File: src/rtl/fe_fifo_reader.sv
// Front-end FIFO reader: pops timestamped entries and serializes them into a
// ready/valid byte stream. Define FE_READER_STATS_EN to build the statistics counters.
`timescale 1ns/1ps

module fe_fifo_reader #(
    parameter int pCOUNT_WIDTH = 24
) (
    input  logic                    cwusb_clk,
    input  logic                    reset_i,
    input  logic                    I_fifo_empty,
    output logic                    O_fifo_rd,
    input  logic [1:0]              I_fifo_command,
    input  logic [15:0]             I_fifo_time,
    input  logic [7:0]              I_fifo_data,
    input  logic                    I_flush,
    input  logic                    I_timestamps_disable,
    output logic [7:0]              O_byte,
    output logic                    O_byte_valid,
    input  logic                    I_byte_ready,
    output logic                    O_idle,
    output logic [pCOUNT_WIDTH-1:0] O_bytes_sent,
    output logic [pCOUNT_WIDTH-1:0] O_entries_read
);

    // Command encodings shared with the front-end FIFO writer.
    localparam logic [1:0] FE_FIFO_CMD_DATA = 2'b00;
    localparam logic [1:0] FE_FIFO_CMD_TIME = 2'b10;

    localparam logic [2:0] ST_IDLE = 3'd0;
    localparam logic [2:0] ST_LOAD = 3'd1;
    localparam logic [2:0] ST_B0   = 3'd2;
    localparam logic [2:0] ST_B1   = 3'd3;
    localparam logic [2:0] ST_B2   = 3'd4;

    logic [2:0]  state, state_nxt;
    logic [1:0]  cmd_q;
    logic [15:0] time_q;
    logic [7:0]  data_q;
    logic        xfer;

    assign O_idle       = (state == ST_IDLE);
    assign O_byte_valid = (state == ST_B0) || (state == ST_B1) || (state == ST_B2);
    assign O_fifo_rd    = O_idle && !I_fifo_empty && !I_flush && !reset_i;
    assign xfer         = O_byte_valid && I_byte_ready;

    always_comb begin
        // NOTE: default first so every path assigns state_nxt and no latch is inferred.
        state_nxt = state;
        case (state)
            ST_IDLE: if (O_fifo_rd) state_nxt = ST_LOAD;
            ST_LOAD: begin
                if (I_fifo_command == FE_FIFO_CMD_TIME && I_timestamps_disable)
                    state_nxt = ST_IDLE;
                else
                    state_nxt = ST_B0;
            end
            ST_B0: begin
                if (xfer) begin
                    if (cmd_q == FE_FIFO_CMD_DATA || cmd_q == FE_FIFO_CMD_TIME)
                        state_nxt = ST_B1;
                    else
                        state_nxt = ST_IDLE;
                end
            end
            ST_B1: begin
                if (xfer)
                    state_nxt = (cmd_q == FE_FIFO_CMD_TIME) ? ST_B2 : ST_IDLE;
            end
            ST_B2:   if (xfer) state_nxt = ST_IDLE;
            default: state_nxt = ST_IDLE;
        endcase
    end

    always_ff @(posedge cwusb_clk) begin
        if (reset_i || I_flush)
            state <= ST_IDLE;
        else
            state <= state_nxt;
    end

    // NOTE: entry registers are not reset; they are only observed after LOAD refills them.
    always_ff @(posedge cwusb_clk) begin
        if (state == ST_LOAD) begin
            cmd_q  <= I_fifo_command;
            time_q <= I_fifo_time;
            data_q <= I_fifo_data;
        end
    end

    always_comb begin
        O_byte = 8'h00;
        case (state)
            ST_B0: begin
                case (cmd_q)
                    FE_FIFO_CMD_DATA: O_byte = {time_q[5:0], cmd_q};
                    FE_FIFO_CMD_TIME: O_byte = {6'b0, cmd_q};
                    default:          O_byte = {data_q[5:0], cmd_q};
                endcase
            end
            ST_B1:   O_byte = (cmd_q == FE_FIFO_CMD_TIME) ? time_q[7:0] : data_q;
            ST_B2:   O_byte = time_q[15:8];
            default: O_byte = 8'h00;
        endcase
    end

`ifdef FE_READER_STATS_EN
    logic [pCOUNT_WIDTH-1:0] bytes_sent_q;
    logic [pCOUNT_WIDTH-1:0] entries_read_q;

    // Flush shares the reset path so a coincident transfer or pop is dropped.
    always_ff @(posedge cwusb_clk) begin
        if (reset_i || I_flush) begin
            bytes_sent_q   <= '0;
            entries_read_q <= '0;
        end else begin
            if (xfer && bytes_sent_q != '1)
                bytes_sent_q <= bytes_sent_q + pCOUNT_WIDTH'(1);
            if (O_fifo_rd && entries_read_q != '1)
                entries_read_q <= entries_read_q + pCOUNT_WIDTH'(1);
        end
    end

    assign O_bytes_sent   = bytes_sent_q;
    assign O_entries_read = entries_read_q;
`else
    assign O_bytes_sent   = '0;
    assign O_entries_read = '0;
`endif

endmodule

File: config.mk
export PLATFORM = sky130hd
export DESIGN_NAME = fe_fifo_reader
export DESIGN_NICKNAME = d
export VERILOG_FILES = /design/src/rtl/fe_fifo_reader.sv
export SDC_FILE = /design/constraint.sdc
export NUM_CORES = 1
export LEC_CHECK = 0
export ABC_AREA = 0
export ABC_CLOCK_PERIOD_IN_PS = 3350
export CORE_ASPECT_RATIO = 1.5
export CORE_MARGIN = 5
export CORE_UTILIZATION = 42
export DETAILED_ROUTE_END_ITERATION = 10
export PLACE_DENSITY = 0.85
export RECOVER_POWER = 50
export SYNTH_ARGS = -nofsm -noshare
export SYNTH_HDL_FRONTEND = slang
export SYNTH_SLANG_ARGS = --single-unit
export TNS_END_PERCENT = 20
File: constraint.sdc
create_clock -name cwusb_clk -period 3.35 [get_ports cwusb_clk]
set_input_delay 0.67 -clock cwusb_clk [delete_from_list [all_inputs] [get_ports cwusb_clk]]
set_output_delay 0.67 -clock cwusb_clk [all_outputs]
set_load 0.005 [all_outputs]
; After elaboration in Yosys (flattened, before gate mapping)
; Cells that the tools add are included.
; Widths: inputs -> output; s select.
[classes]
eq_ne = 10
n_mux = 11
reduce_logical = 15
[op_table]
columns = cell, count
row1 = $pmux 8 s3, 1
row2 = $pmux 8 s2, 1
row3 = $mux 3, 5
row4 = $pmux 3 s5, 1
row5 = $mux 8, 1
row6 = $ne 2x2->1 const B, 4
row7 = $eq 3x2->1 const B, 2
row8 = $logic_and 1x1->1, 5
row9 = $eq 2x2->1 const B, 2
row10 = $logic_or 1x1->1, 4
row11 = $mux 2, 2
row12 = $reduce_and 4->1, 1
row13 = $eq 3x1->1 const B, 1
row14 = $eq 3x3->1 const B, 1
row15 = $logic_not 1->1, 3
row16 = $logic_not 3->1, 1
row17 = $logic_not 2->1, 1
[word_totals]
output_inout_bits = 59
elab_cells = 40
inputBits = 32
regBits = 29

; Depth between registers and ports, before layout
; Gate-level depths: netlist of the first run.
[logic_depth]
word_depth = 6
mapped_depth = 4
depth_no_buf = 3

; Worst setup path before layout of the first run
; No wires, ideal clock.
[synth_timing]
path_kind = register to register
start = register state[0]
end = register cmd_q[0], enable pin
setup_ns = 0.412
setup_slack_ns = 1.156
stages_incl_launch_ff = 4
n_path_buf = 1
arrival_ns = 1.782
required_time_ns = 2.938
synth_period_minus_slack_ns = 2.194
cell_sequence = dfxtp_1 buf_6 nor2b_1 nor2b_1
[synth_via]
elab_chain_len = 1
[synth_rtl]
columns = element, line_no
row1 = "start, declared", 35  ; logic [2:0] state, state_nxt;
row2 = "start signal, assigned", 78  ; state <= state_nxt;
row3 = $eq 3x1->1, 83  ; if (state == ST_LOAD) begin
row4 = "end signal, assigned", 84  ; cmd_q <= I_fifo_command;
row5 = "end, declared", 36  ; logic [1:0] cmd_q;
; No other way between the ends.
; A chain may end at the register's enable or synchronous reset.

; Worst setup path after layout of the first run
[layout_timing]
start = register state[2]
end = output port O_byte[2]
[layout_via]
elab_chain_len = 2
word_cells_on_any_way = 4
classes_between = eq/ne: 3 / mux: 1
[layout_rtl]
columns = element, line_no
row1 = $eq 3x3->1 or $eq 3x2->1 (tied branches), 92  ; case (state)
row2 = $pmux 8 s3 (*), 92
row3 = "end, declared", 17  ; output logic [7:0] O_byte,
; Mark *: on every way between the ends. The rest lies on a longest branch, timed or not.

==> impl_metrics.env, run 1 <==
export IMPL_status="complete, no violations"
export IMPL_post_cts_buffers=0
export IMPL_clock_latency_ns=0.28
export IMPL_final_setup_viol_count=0
export IMPL_path_class="reg2out"
export IMPL_syn_inst=141
export IMPL_start_util=0.427
export IMPL_path_cells="nor2b_1 > a22oi_1 > o221ai_1 > clkdlybuf4s50_1"
export IMPL_tritoncts="built"
export IMPL_cp_arrival_ns=2.34
export IMPL_drive_gt1_frac=0.0481
export IMPL_seqPwrFrac=0.553
export IMPL_fin_skew_ns=0.00958
export IMPL_power_switching_share=0.209
export IMPL_numPortBuffers=42
export IMPL_core_area_sq_um=3920
export IMPL_fp_dieH_um=87.4
export IMPL_synth_edf_count=26
export IMPL_relSlewSlack=0.127
export IMPL_cts_hold_buffers=0
export IMPL_crit_buf_inv=1
export IMPL_drt_iter0_markers=21
export IMPL_grt_pass1_wl_um=4400
export IMPL_area_growth_pct=21.1
export IMPL_post_route_period_util=0.900
export IMPL_drc=0
export IMPL_switchingPower_mw=0.156
export IMPL_antenna_found_initial=0
export IMPL_drt_first_pass_iters=4
export IMPL_intPower_mw=0.590
export IMPL_synth_seq_cells=29
export IMPL_hp_class="reg2reg"
export IMPL_root_buffer="clkbuf_8"
export IMPL_place_congestion=0.740
export IMPL_hpwlAfterDp_um=2380
export IMPL_final_common_cell="conb_1"
export IMPL_dieArea_sq_um=5380
export IMPL_tns_ns=0
export IMPL_grt_max_degree=27
export IMPL_cts_buffer_depth=2
export IMPL_fillers=352
export IMPL_final_cell_mix="conb_1, dlygate4sd3_1, edfxtp_1"
export IMPL_critPathSlowestCell="nor2b_1"
export IMPL_end_kind="output pin"
export IMPL_wirelength_um=2940
export IMPL_multi_input_area_sq_um=614
export IMPL_die_x_um=61.6
export IMPL_yosysWarningCount=0
export IMPL_vias=1061
export IMPL_detail_route_vias_per_cell=4.57
export IMPL_cts_sinks=29
export IMPL_cpPeakStageDelay_ns=0.57
export IMPL_row_count=28
export IMPL_cts_resized=0
export IMPL_cts_made_buffers=5
export IMPL_grt_pass1_vias=971
export IMPL_htree_levels=2
export IMPL_fmax_mhz=332
export IMPL_grt_usage=0.113
export IMPL_cp_start_kind="flop"
export IMPL_ys_seq_area_frac=0.501
export IMPL_overflow=0
export IMPL_cts_clk_slew_worst_paths_ns=0.06
export IMPL_leakage_nw=0.752
export IMPL_drv_cap=0
export IMPL_p_per_area_nw_per_um2=367
export IMPL_post_drt_wl_per_cell_um=12.7
export IMPL_cp_max_fo=10
export IMPL_async_reset_ff_frac=0
export IMPL_synthDistinctLibCells=30
export IMPL_synth_cell_area_sq_um=1680
export IMPL_ys_flop_type="edfxtp_1"
export IMPL_seq_area_sq_um=841
export IMPL_rsz0062_at_grt="no"
export IMPL_fin_crit_ns=3.01
export IMPL_timing_final_max_slew_violations=0
export IMPL_ant_nets=0
export IMPL_pwr_share_comb=0.092
export IMPL_avgSynthCellArea_sq_um=11.9
export IMPL_antenna_cells=0
export IMPL_layout_nets=218
export IMPL_p_clk_frac=0.354
export IMPL_path_delay_family="simple AND/OR/NAND/NOR gates"
export IMPL_ir_drop_mv=0.349
export IMPL_total_power_mw=0.746
export IMPL_final_hold_viol_count=0
export IMPL_worstPathRequired_ns=2.68
export IMPL_max_slew_worst_pin_slew_ns=1.31
export IMPL_ios=91
registers in the layout, indices dropped and copies added (netlist names):
| signal | flops |
|---|---|
| time_q | 16 |
| data_q | 8 |
| state | 3 |
| cmd_q | 2 |
worst paths after layout:
| kind | from | to | slack [ns] | depth (start not counted) |
|---|---|---|---|---|
| worst max register to register | state[0] | time_q[3] | 0.93 | 3 |
| worst min register to register | state[2] | state[1] | 0.66 | 1 |
| worst min-delay path | state[2] | state[1] | 0.66 | 1 |
| worst max-delay path | state[2] | O_byte[2] | 0.34 | 4 |
per-layer routing:
| metal | part of all wire | global-route usage | routed length [um] |
|---|---|---|---|
| met2 | 0.53 | 0.196 | 1560 |
| met5 | 0 | 0 | 0 |
| met3 | 0.12 | 0.0430 | 354 |
| met4 | 0.021 | 0.0579 | 63 |
| met1 | 0.33 | 0.111 | 959 |
worst reg2reg max path, cell delays in order (launching register included):
cell and delay [ns]:
dfxtp_1 0.67, nor2b_1 0.24, nor2b_2 0.15, clkbuf_1 0.96
power by group through the flow:
stage / clock (mW) / combinational [mW] / sequential (mW)
detailed placement: 0 / 0.0748 / 0.420
floorplan: 0 / 0.0724 / 0.417
CTS: 0.269 / 0.0748 / 0.412
global route: 0.285 / 0.0778 / 0.414
global placement: 0 / 0.0736 / 0.419
finish: 0.264 / 0.0689 / 0.413
synth_stat cells, drive strengths merged, types with 2 or more instances:
cell / n / area share
buf: 51 / 0.23
edfxtp: 26 / 0.47
mux2i: 9 / 0.054
a22oi: 8 / 0.036
nand3b: 8 / 0.036
o221ai: 7 / 0.040
nor2b: 4 / 0.015
dfxtp: 3 / 0.036
a21oi: 2 / 0.0060
clkbuf: 2 / 0.0045
inv: 2 / 0.0045
nand2: 2 / 0.0045
o21ai: 2 / 0.0060
o22ai: 2 / 0.0075
logic make-up (layout without fill, tap and decap cells):
family                 count (synthesis)  in the layout  share of synthesized area
AO/OA/AOI/OAI                         22             22                      0.100
buffers and inverters                 55             54                      0.237
flip-flops                            29             29                      0.501
multiplexers                           9              9                     0.0537
other                                  1             48                    0.00224
AND/OR/NAND/NOR                       25             25                      0.106
through the flow:
step | utilization | hold WS [ns] | cell area (sq um) | instances | setup slack [ns]
6_report | 0.518 | 0.656 | 2030 | 232 | 0.337
5_1_grt | 0.518 | 0.688 | 2030 | 232 | 0.157
4_1_cts | 0.519 | 0.652 | 2040 | 232 | 0.340
3_5_place_dp | 0.499 | 0.643 | 1960 | 224 | 0.562
3_3_place_gp | 0.499 | 0.635 | 1960 | 224 | 0.581
2_1_floorplan | - | 0.531 | 1850 | 188 | 1.16
area by class of cell:
class,instances,area share
Timing Repair Buffer,44,0.213
Sequential cell,29,0.414
Multi-Input combinational cell,104,0.303
Clock buffer,8,0.0394
Inverter,2,0.00370
Tap cell,45,0.0277
Note: power is estimated with default switching activity, not from simulation.
==> run 2: changes to the inputs <==
Settings changed: ABC_AREA 0 to 1.
==> impl_metrics.env, run 2 <==
export IMPL_grt_pass1_wl_um=4830
export IMPL_die_x_um=61.4
export IMPL_violations="capacitance limit, slew limit"
export IMPL_ir_drop_mv=0.260
export IMPL_wirelength_um=3200
export IMPL_drt_first_pass_iters=4
export IMPL_antenna_found_initial=0
export IMPL_cts_hold_buffers=0
export IMPL_synth_seq_cells=29
export IMPL_start_util=0.429
export IMPL_worstPathRequired_ns=2.68
export IMPL_fp_dieH_um=87.2
export IMPL_hp_class="reg2reg"
export IMPL_hpwlAfterDp_um=2570
export IMPL_crit_path_start="cmd_q[0]"
export IMPL_fin_skew_ns=0.00626
export IMPL_place_congestion=0.811
export IMPL_ys_flop_type="edfxtp_1"
export IMPL_rsz0062_at_grt="no"
export IMPL_grt_usage=0.126
export IMPL_yosysWarningCount=0
export IMPL_total_power_mw=0.846
export IMPL_fmax_mhz=371
export IMPL_clock_latency_ns=0.27
export IMPL_drc=0
export IMPL_syn_inst=170
export IMPL_min_from="state[2]"
export IMPL_area_growth_pct=22.1
export IMPL_dieArea_sq_um=5350
export IMPL_detail_route_vias_per_cell=4.45
export IMPL_vias=1176
export IMPL_fin_crit_ns=2.70
export IMPL_largest_register_ffs=16
export IMPL_overflow=0
export IMPL_async_reset_ff_frac=0
export IMPL_synthTopCellsByArea="edfxtp_1, buf_4, nand2_1, o211ai_1, dfxtp_1"
export IMPL_synth_cell_area_sq_um=1670
export IMPL_tritoncts="built"
export IMPL_p_per_area_nw_per_um2=416
export IMPL_ios=91
export IMPL_drive_gt1_frac=0.0959
export IMPL_max_slew_worst_pin_slew_ns=1.83
export IMPL_synth_top_area_cell="edfxtp_1"
export IMPL_antenna_cells=0
export IMPL_regMostFlops="time_q"
export IMPL_final_cell_mix="conb_1, nand2_1, edfxtp_1, dlygate4sd3_1, clkdlybuf4s50_1"
export IMPL_cts_made_buffers=5
export IMPL_timing_hold_ws_ns=0.590
export IMPL_synth_most_common_cell="buf_4"
export IMPL_cts_buffer_depth=2
export IMPL_synthDistinctLibCells=20
export IMPL_cts_sinks=29
export IMPL_row_count=28
export IMPL_end_kind="output pin"
export IMPL_ys_seq_area_frac=0.505
export IMPL_synth_edf_count=26
export IMPL_post_drt_wl_per_cell_um=12.1
export IMPL_timing_final_max_slew_violations=28
export IMPL_leakage_nw=0.830
export IMPL_grt_max_degree=28
export IMPL_core_area_sq_um=3890
export IMPL_cp_max_fo=10
export IMPL_post_cts_buffers=0
export IMPL_numPortBuffers=42
export IMPL_grt_pass1_vias=1098
export IMPL_root_buffer="clkbuf_8"
export IMPL_avgSynthCellArea_sq_um=9.80
export IMPL_layout_nets=250
export IMPL_post_route_period_util=0.805
export IMPL_cp_arrival_ns=2.03
export IMPL_ant_nets=0
export IMPL_status="finished with violations"
export IMPL_final_common_cell="conb_1"
export IMPL_tns_ns=0
export IMPL_drt_iter0_markers=32
export IMPL_synth_top_area_frac=0.468
export IMPL_final_setup_viol_count=0
export IMPL_cp_start_kind="flop"
export IMPL_cts_resized=0
export IMPL_largestRegisters="time_q: 16 flops, data_q: 8 flops, state: 3 flops"
export IMPL_path_class="reg2out"
export IMPL_r2r_start="state[0]"
export IMPL_cts_clk_slew_worst_paths_ns=0.06
export IMPL_htree_levels=2
export IMPL_final_hold_viol_count=0
export IMPL_relSlewSlack=-0.227
export IMPL_drv_cap=1
export IMPL_ys_top_cells_by_count="buf_4, nand2_1, edfxtp_1"
run 2: final timing paths:
check / slack (ns) / endpoint / depth (start not counted)
worst max-delay path: 0.65 / O_byte[1] / 6
worst min-delay path: 0.59 / state[2] / 2
worst max register to register: 0.93 / state[1] / 6
worst min register to register: 0.59 / state[2] / 2
run 2: final cells by class:
cell class / count / area [sq um]
Fill cell: 357 / 1850
Multi-Input combinational cell: 129 / 596
Clock buffer: 5 / 68.8
Clock inverter: 3 / 12.5
Sequential cell: 29 / 841
Tap cell: 45 / 56.3
Timing Repair Buffer: 42 / 420
Inverter: 11 / 41.3
run 2: report_power, final:
part           switching [mW]  leakage (nW)  total, mW  internal [mW]
Sequential             0.0126         0.261      0.436          0.423
Clock                   0.119        0.0430      0.259          0.139
Combinational          0.0825         0.526      0.152         0.0698
run 2: worst max-delay path, cell delays in order (launching register included):
cell,delay [ns]
edfxtp_1,0.40
inv_2,0.11
nand2_1,0.19
inv_2,0.23
o21ai_1,0.08
o211ai_1,0.20
clkdlybuf4s50_1,0.54
run 2: cell families (layout without fill, tap and decap cells):
kind of cell           count (synthesis)  after routing  synth area share
and+or+nand+nor                       67             67             0.197
AOI/OAI and AO/OA                     14             14            0.0555
buffers and inverters                 59             61             0.241
other                                  1             48           0.00225
DFF                                   29             29             0.505
run 2: routing by layer:
layer / vias up / track usage / share of wire
li1: 566 / - / -
met4: 0 / 0.0714 / 0.022
met5: - / 0 / 0
met2: 69 / 0.232 / 0.56
met1: 535 / 0.115 / 0.31
met3: 6 / 0.0371 / 0.11
run 2: stage by stage:
stage	instance area [sq um]	std cells	util	worst slack, ns
2_1_floorplan	1840	217	-	1.37
3_5_place_dp	1970	256	0.505	0.657
4_1_cts	2050	264	0.526	0.611
3_3_place_gp	1970	256	0.505	0.683
6_report	2040	264	0.523	0.653
5_1_grt	2040	264	0.523	0.477
==> run 3: changes to the inputs <==
Settings changed: ABC_CLOCK_PERIOD_IN_PS 3350 to 2640, CORE_UTILIZATION 42 to 39, PLACE_DENSITY 0.85 to 0.8.
Clock period 3.35 ns to 2.64 ns, I/O delays scaled along.
==> impl_metrics.env, run 3 (synthesized netlist as in run 2, its figures left out) <==
export IMPL_status="complete, no violations"
export IMPL_cpPeakStageDelay_ns=0.56
export IMPL_overflow=0
export IMPL_timing_final_max_slew_violations=0
export IMPL_relSlewSlack=0.0964
export IMPL_post_cts_buffers=0
export IMPL_start_util=0.399
export IMPL_tritoncts="built"
export IMPL_ant_nets=0
export IMPL_post_route_period_util=0.934
export IMPL_core_area_sq_um=4170
export IMPL_cts_hold_buffers=0
export IMPL_cts_made_buffers=5
export IMPL_post_drt_wl_per_cell_um=11.6
export IMPL_worstPathRequired_ns=2.11
export IMPL_final_setup_viol_count=0
export IMPL_tns_ns=0
export IMPL_drt_first_pass_iters=5
export IMPL_cts_clk_slew_worst_paths_ns=0.06
export IMPL_row_count=29
export IMPL_cp_max_fo=10
export IMPL_wirelength_um=3070
export IMPL_regMostFlops="time_q"
export IMPL_layout_nets=251
export IMPL_utilization=0.489
export IMPL_hp_class="reg2reg"
export IMPL_numPortBuffers=42
export IMPL_max_slew_worst_pin_slew_ns=1.36
export IMPL_ir_drop_mv=0.361
export IMPL_cts_resized=0
export IMPL_cp_start_kind="flop"
export IMPL_grt_usage=0.104
export IMPL_path_cells="inv_2 > nand2_2 > inv_4 > o21ai_1 > o211ai_1 > clkdlybuf4s50_1"
export IMPL_antenna_cells=0
export IMPL_multi_input_area_sq_um=598
export IMPL_final_common_cell="conb_1"
export IMPL_cts_buffer_depth=2
export IMPL_cts_sinks=29
export IMPL_clock_latency_ns=0.28
export IMPL_final_hold_viol_count=0
export IMPL_fp_dieH_um=90.1
export IMPL_largestRegisters="time_q: 16 flops, data_q: 8 flops, state: 3 flops"
export IMPL_fin_skew_ns=0.00611
export IMPL_drt_iter0_markers=27
export IMPL_end_kind="output pin"
export IMPL_drc=0
export IMPL_rsz0062_at_grt="no"
export IMPL_critPathSlowestCell="clkdlybuf4s50_1"
export IMPL_fmax_mhz=406
export IMPL_grt_pass1_wl_um=4670
export IMPL_post_place_ws_ns=0.225
export IMPL_drive_gt1_frac=0.105
export IMPL_detail_route_vias_per_cell=4.50
export IMPL_r2r_slack_ns=0.54
export IMPL_hpwlAfterDp_um=2480
export IMPL_leakage_nw=0.823
export IMPL_cp_arrival_ns=1.94
export IMPL_seq_area_sq_um=841
export IMPL_htree_levels=2
export IMPL_p_per_area_nw_per_um2=524
export IMPL_layout_setup_ws_ns=0.175
export IMPL_fillers=368
export IMPL_root_buffer="clkbuf_8"
export IMPL_area_growth_pct=22.4
export IMPL_fin_crit_ns=2.47
export IMPL_largest_register_ffs=16
export IMPL_drv_cap=0
export IMPL_grt_pass1_vias=1101
export IMPL_place_congestion=0.791
export IMPL_path_class="reg2out"
export IMPL_antenna_found_initial=0
export IMPL_vias=1192
export IMPL_final_cell_mix="conb_1, nand2_1, edfxtp_1, dlygate4sd3_1, clkdlybuf4s50_1"
export IMPL_grt_max_degree=28
export IMPL_dieArea_sq_um=5710
export IMPL_ios=91
export IMPL_die_x_um=63.4
## run 3: final cells by class
type / instances / area share
repair buffers: 43 / 0.208
inverters: 11 / 0.0215
clock buffers: 6 / 0.0356
multi-input cells: 129 / 0.293
well taps: 46 / 0.0282
flip-flops and latches: 29 / 0.412
clock inverters: 1 / 0.00184
## run 3: path summary, 6_finish.rpt
path / startpoint / end / cells after the start
max: cmd_q[0] / O_byte[6] / 6
min: state[2] / state[2] / 2
max reg2reg: state[0] / state[1] / 7
min reg2reg: state[2] / state[2] / 2
## run 3: power by group
part           internal [mW]  total [mW]  switching (mW)
Clock                  0.176       0.320           0.144
Combinational         0.0907       0.197           0.107
Sequential             0.537       0.552          0.0152
## run 3: layer usage
layer | GRT usage | share of wire | vias up
met5 | 0 | 0 | -
met2 | 0.197 | 0.54 | 81
met4 | 0.0589 | 0.030 | 0
met3 | 0.0387 | 0.15 | 9
li1 | - | - | 570
met1 | 0.0890 | 0.29 | 532
## run 3: stage by stage
| step | power [mW] | std cells | hold slack [ns] | area [sq um] |
|---|---|---|---|---|
| 3_5_place_dp | 0.768 | 258 | 0.600 | 1970 |
| 2_1_floorplan | 0.712 | 217 | 0.546 | 1840 |
| 6_report | 1.07 | 265 | 0.580 | 2040 |
| 4_1_cts | 1.09 | 265 | 0.607 | 2050 |
| 3_3_place_gp | 0.764 | 258 | 0.590 | 1970 |
| 5_1_grt | 1.12 | 265 | 0.646 | 2040 |
## run 3: critical path, delay by kind of cell, from the launching register on
family	cells	cell delay, ns
AO/OA/AOI/OAI	2	0.29
AND/OR/NAND/NOR	1	0.13
buffers and inverters	3	0.83
flip-flops	1	0.41
